`src/rtl/cpu_sequencer.sv`:
```
// cpu_sequencer: multi-cycle FETCH/DECODE/EXEC/MEM/WB control FSM with
// handshake timeouts, a sticky trap state and a retired-instruction counter.
module cpu_sequencer #(
  parameter logic [7:0] TIMEOUT = 8'd255
) (
  input  logic        clk,
  input  logic        rst_n,
  input  logic        i_run,
  output logic        o_instr_req,
  input  logic        i_instr_ack,
  input  logic [31:0] i_instr_rdata,
  output logic [31:0] o_ir,
  input  logic        i_dec_reg_write,
  input  logic        i_dec_dmem_read,
  input  logic        i_dec_dmem_write,
  input  logic        i_dec_pcsel,
  input  logic        i_dec_illegal,
  output logic        o_dmem_req,
  output logic        o_dmem_we,
  input  logic        i_dmem_ack,
  output logic        o_pc_we,
  output logic        o_pc_sel,
  output logic        o_rf_we,
  output logic        o_trap,
  output logic [1:0]  o_trap_cause,
  output logic [31:0] o_instret
);
  typedef enum logic [2:0] {IDLE, FETCH, DECODE, EXEC, MEM, WB, TRAP} state_t;
  state_t      r_state, w_next;
  logic [7:0]  r_wait;
  logic [1:0]  r_cause, w_cause;
  logic [31:0] r_ir, r_instret;
  logic        w_mem, w_bad, w_enter, w_stall;
  assign w_mem   = i_dec_dmem_read | i_dec_dmem_write;
  assign w_bad   = i_dec_illegal | (i_dec_dmem_read & i_dec_dmem_write);
  assign w_enter = (w_next != r_state) && (w_next == FETCH || w_next == MEM);
  assign w_stall = (o_instr_req & ~i_instr_ack) | (o_dmem_req & ~i_dmem_ack);
  assign o_ir         = r_ir;
  assign o_instret    = r_instret;
  assign o_trap_cause = r_cause;
  always_comb begin
    w_next      = r_state;
    w_cause     = r_cause;
    o_instr_req = 1'b0;
    o_dmem_req  = 1'b0;
    o_dmem_we   = 1'b0;
    o_pc_we     = 1'b0;
    o_pc_sel    = 1'b0;
    o_rf_we     = 1'b0;
    o_trap      = 1'b0;
    case (r_state)
      IDLE:   w_next = i_run ? FETCH : IDLE;
      FETCH: begin
        o_instr_req = 1'b1;
        // an ack in the same cycle the counter hits TIMEOUT still completes
        if (i_instr_ack) w_next = DECODE;
        else if (r_wait == TIMEOUT) begin
          w_next  = TRAP;
          w_cause = 2'b10;
        end
      end
      DECODE: begin
        w_next  = w_bad ? TRAP : EXEC;
        w_cause = w_bad ? 2'b01 : r_cause;
      end
      EXEC:   w_next = w_mem ? MEM : WB;
      MEM: begin
        o_dmem_req = 1'b1;
        o_dmem_we  = i_dec_dmem_write;
        if (i_dmem_ack) w_next = WB;
        else if (r_wait == TIMEOUT) begin
          w_next  = TRAP;
          w_cause = 2'b11;
        end
      end
      WB: begin
        o_pc_we  = 1'b1;
        o_pc_sel = i_dec_pcsel;
        o_rf_we  = i_dec_reg_write;
        w_next   = i_run ? FETCH : IDLE;
      end
      default: o_trap = 1'b1;
    endcase
  end
  always_ff @(posedge clk or negedge rst_n) begin
    if (!rst_n) begin
      r_state   <= IDLE;
      r_cause   <= 2'b00;
      r_wait    <= 8'd0;
      r_ir      <= 32'd0;
      r_instret <= 32'd0;
    end else begin
      r_state <= w_next;
      r_cause <= w_cause;
      r_wait  <= w_enter ? 8'd0 : (w_stall ? r_wait + 8'd1 : r_wait);
      if (o_instr_req && i_instr_ack) r_ir <= i_instr_rdata;
      if (o_pc_we) r_instret <= r_instret + 32'd1;
    end
  end
endmodule

```
`config.mk`:
```
export PLATFORM = sky130hd
export DESIGN_NAME = cpu_sequencer
export DESIGN_NICKNAME = d
export VERILOG_FILES = /design/src/rtl/cpu_sequencer.sv
export SDC_FILE = /design/constraint.sdc
export NUM_CORES = 1
export LEC_CHECK = 0
export ABC_CLOCK_PERIOD_IN_PS = 1600
export CAP_MARGIN = 25
export CORE_MARGIN = 2
export CORE_UTILIZATION = 41
export DETAILED_ROUTE_END_ITERATION = 10
export PLACE_DENSITY = 0.76
export SKIP_LAST_GASP = 1
export SYNTH_ARGS = -nofsm -noshare
export SYNTH_HDL_FRONTEND = slang
export SYNTH_SLANG_ARGS = --single-unit
```
`constraint.sdc`:
```
create_clock -name clk -period 1.6 [get_ports clk]
set_input_delay 0.4 -clock clk [delete_from_list [all_inputs] [get_ports clk]]
set_output_delay 0.4 -clock clk [all_outputs]
set_load 0.02 [all_outputs]
```
==> run metrics <==
status complete, but fails checks; violated checks setup timing; first-pass GRT wire length 14900 um; worst ir drop on vdd 0.845 mV; Synth Area in Compound Gates 4.58%; Post-Syn Instances 288; Synth Area in Simple Gates 16.5%; crit path max-delay cell type dfrtp_2; H-Tree Depth 3; main combinational cell family by area after synthesis simple AND/OR/NAND/NOR gates; placed inst area 5260 sq um; hold crit path type reg2reg; Max stage delay on crit path 0.45 ns; Combinational Power Share 52.0%; CP arrival 2.11 ns; Area Growth Syn to Fin 68.8%; CTS tree yes; CP Class reg2reg; share of layout cells above drive strength 1 42.8%; Port-buffer cells 114; critical-path cell list buf_12 -> or3b_4 -> a21oi_4 -> nand3_2 -> or3_4 -> a21oi_2; Clk pwr share 15.3%; final worst slack -0.238 ns; # setup viols final 74; CP delay by family, top simple AND/OR/NAND/NOR gates; Post-Synth Adder-Cell Area 0.722%; Flop pwr share 32.7%; Unique masters post-synth 42; gr usage total 20.9%; fin crit share 115%; die height 95.9 um; syn_nets 332; routed wire length 9880 um; Net Sw Frac 37.4%; RSZ-0062 raised after global routing true; total grt overflow 0; power density cells 1480 nW/um^2; pin count of the biggest net entering global routing 33; CP Max Fanout 10; Detailed Routing Iterations Pass 1 6; Syn Std Cell Area 3470 sq um; DR WL/cell 16.8 um; total CTS buffers 9; detail-routed via count per cell 5.10; Die Width 95.9 um; Worst setup SP type register; XOR/XNOR share of the synthesized area 9.10%; WP data required 1.87 ns; vias in the first global route 3099; Hold Fails Final Rpt 0; filler cell count 618; post-route ant nets 0; hold slack 0.467 ns; CORE AREA 8220 sq um; Initial Util 42.2%; design area 5850 sq um; Worst Setup End Kind register; vias after detailed routing 3005; Placed Instances 551; Period minus WS final 1.84 ns; mux cell area share after synthesis 11.0%; P_int 5.41 mW; CP bufs+invs 1; slew at the pin closest to its max-slew limit 0.436 ns; Sw Pwr 3.23 mW; Clock Sinks 77; die area 9200 sq um; NumNets Final 523; Layout Skew 0.0141 ns; FP Rows 33; final-report max-slew violation count 0; maximum clock frequency 544 MHz; Inserted Diodes 0; Detail Placement HPWL 6360 um; clock transition at the registers of the reported paths 0.09 ns; Seq/Total Area, Yosys 55.6%; DR DRC count 0; initial antenna violation count 0; FF+latch count, synth 77; yosys warns 0; Max-cap violations 0; Longest Clk Path Bufs 2; Clock Latency Late Sink 0.34 ns; I/O pin total 115; worst slack, placed -0.509 ns; Non-Filler Instances 589; Syn Area/Cell 12.0 sq um; leakage 2.77 nW; DR iter-0 viols 58; max_slew headroom 71.0%; GPL Wtd Cong 0.796; CTS root buffer clkbuf_8
worst paths after layout:
kind	cells past startpoint	slack, ns	start	end
hold reg to reg	1	0.47	o_instret[31]	o_instret[31]
min in group asynchronous	2	0.54	rst_n	o_instret[6]
setup / recovery	6	-0.24	r_state[2]	r_wait[5]
hold / removal	1	0.47	o_instret[31]	o_instret[31]
setup reg to reg	6	-0.24	r_state[2]	r_wait[5]
max in group asynchronous	3	0.55	rst_n	r_state[0]
power groups by stage:
stage	logic (mW)	registers (mW)	clock network, mW
detailed placement	4.08	2.85	0
CTS	4.04	2.82	1.36
global route	4.76	2.90	1.44
finish	4.49	2.82	1.32
floorplan	1.54	3.40	0
global placement	3.99	2.81	0
state kept, by name, summed over array words and instances (netlist names):
name / flops
o_instret: 32
o_ir: 32
o_trap_cause: 2
r_state: 3
r_wait: 8
Yosys cell counts:
master    instances  area, sq um
ha_1              2         25.0
nor2_1           14         52.6
a221oi_2          1         15.0
nand3_1          15         75.1
and4_1            4         35.0
a31oi_1           2         12.5
or3_1             3         18.8
and2_1            6         37.5
a211oi_1          3         22.5
a41oi_1           1         8.76
a21oi_1           7         35.0
mux2i_1           1         10.0
and4b_1           2         20.0
nor4_1            2         12.5
nand3_2           1         10.0
nor2b_1           3         18.8
or2_1             1         6.26
nor4bb_1          3         30.0
dfrtp_1          77         1930
or3b_1            1         8.76
o21bai_1          2         15.0
clkbuf_2          1         5.00
nor3b_1           3         22.5
mux2_2           33          372
and3_1            7         43.8
o21ai_0           5         25.0
xnor2_1          22          193
nand2b_1          5         31.3
buf_2             7         35.0
or3b_4            1         11.3
nor3_1            5         25.0
inv_1             5         18.8
buf_6             1         11.3
nor4b_1           1         8.76
buf_4             1         7.51
a21oi_4           1         16.3
xor2_1           14          123
buf_1             1         3.75
o221ai_1          1         8.76
nand4_1           9         56.3
nand2_1          13         48.8
clkbuf_1          1         3.75
cell usage in the layout (no fill, tap or decap), drive strengths merged, types with 2 or more instances in the layout:
master / netlist / routed
nor2: 14 / 14
dlygate4sd2: 0 / 55
nand3: 16 / 16
nor3b: 3 / 3
and2: 6 / 6
ha: 2 / 2
xor2: 14 / 14
nand2b: 5 / 5
clkdlybuf4s50: 0 / 40
nand2: 13 / 13
dfrtp: 77 / 77
a31oi: 2 / 2
or3: 3 / 3
and4: 4 / 4
clkinvlp: 0 / 2
nor3: 5 / 5
clkdlybuf4s15: 0 / 6
and3: 7 / 7
buf: 10 / 83
nor4bb: 3 / 3
o21bai: 2 / 2
inv: 5 / 5
xnor2: 22 / 22
clkbuf: 2 / 17
nand4: 9 / 9
or3b: 2 / 2
o21ai: 5 / 5
and4b: 2 / 2
nor4: 2 / 2
a211oi: 3 / 3
clkinv: 0 / 4
mux2: 33 / 33
a21oi: 8 / 8
nor2b: 3 / 3
cell type report:
class	instances	area, sq um	area share (%)
tap	105	131	2.25
multi-input combinational	194	1810	30.9
clock buffer	10	138	2.35
timing repair buffer	192	1780	30.4
clock inverter	6	38.8	0.663
sequential	77	1940	33.1
inverter	5	18.8	0.321
cells by family after synthesis:
| kind of cell | count (synthesis) |
|---|---|
| and+or+nand+nor | 99 |
| DFF | 77 |
| xor gates and xnor gates | 36 |
| muxes | 34 |
| AOI/OAI and AO/OA | 23 |
| buffers and inverters | 17 |
| adders and majority gates | 2 |
worst register-to-register path: stages, from the launching register on:
cell and delay (ns):
dfrtp_2 0.45, buf_12 0.16, or3b_4 0.41, a21oi_4 0.19, nand3_2 0.10, or3_4 0.34, a21oi_2 0.12
metal layers:
metal	share of wire [%]	global-route usage, %
met5	0	0
met4	1.6	6.79
met1	41	26.4
met3	3.7	3.52
met2	54	36.5
stage by stage:
step	setup TNS (ns)	utilization (%)	power, mW
final	-8.53	71.2	8.64
after CTS	-9.54	68.0	8.22
after floorplan	-0.558	-	4.94
after global placement	-20.87	64.0	6.80
after global routing	-13.10	71.2	9.10
after detailed placement	-21.64	64.0	6.93
timing repair:
action                                 4_1_cts  5_1_grt
pin swaps                                   21       27
setup buffers                                8        9
resized for setup                          143       50
setup endpoints to repair                  135       85
endpoints found under the hold margin        1        0
hold buffers                                 1        0
cloned                                       1        3
Note: power is estimated with default switching activity, not from simulation.
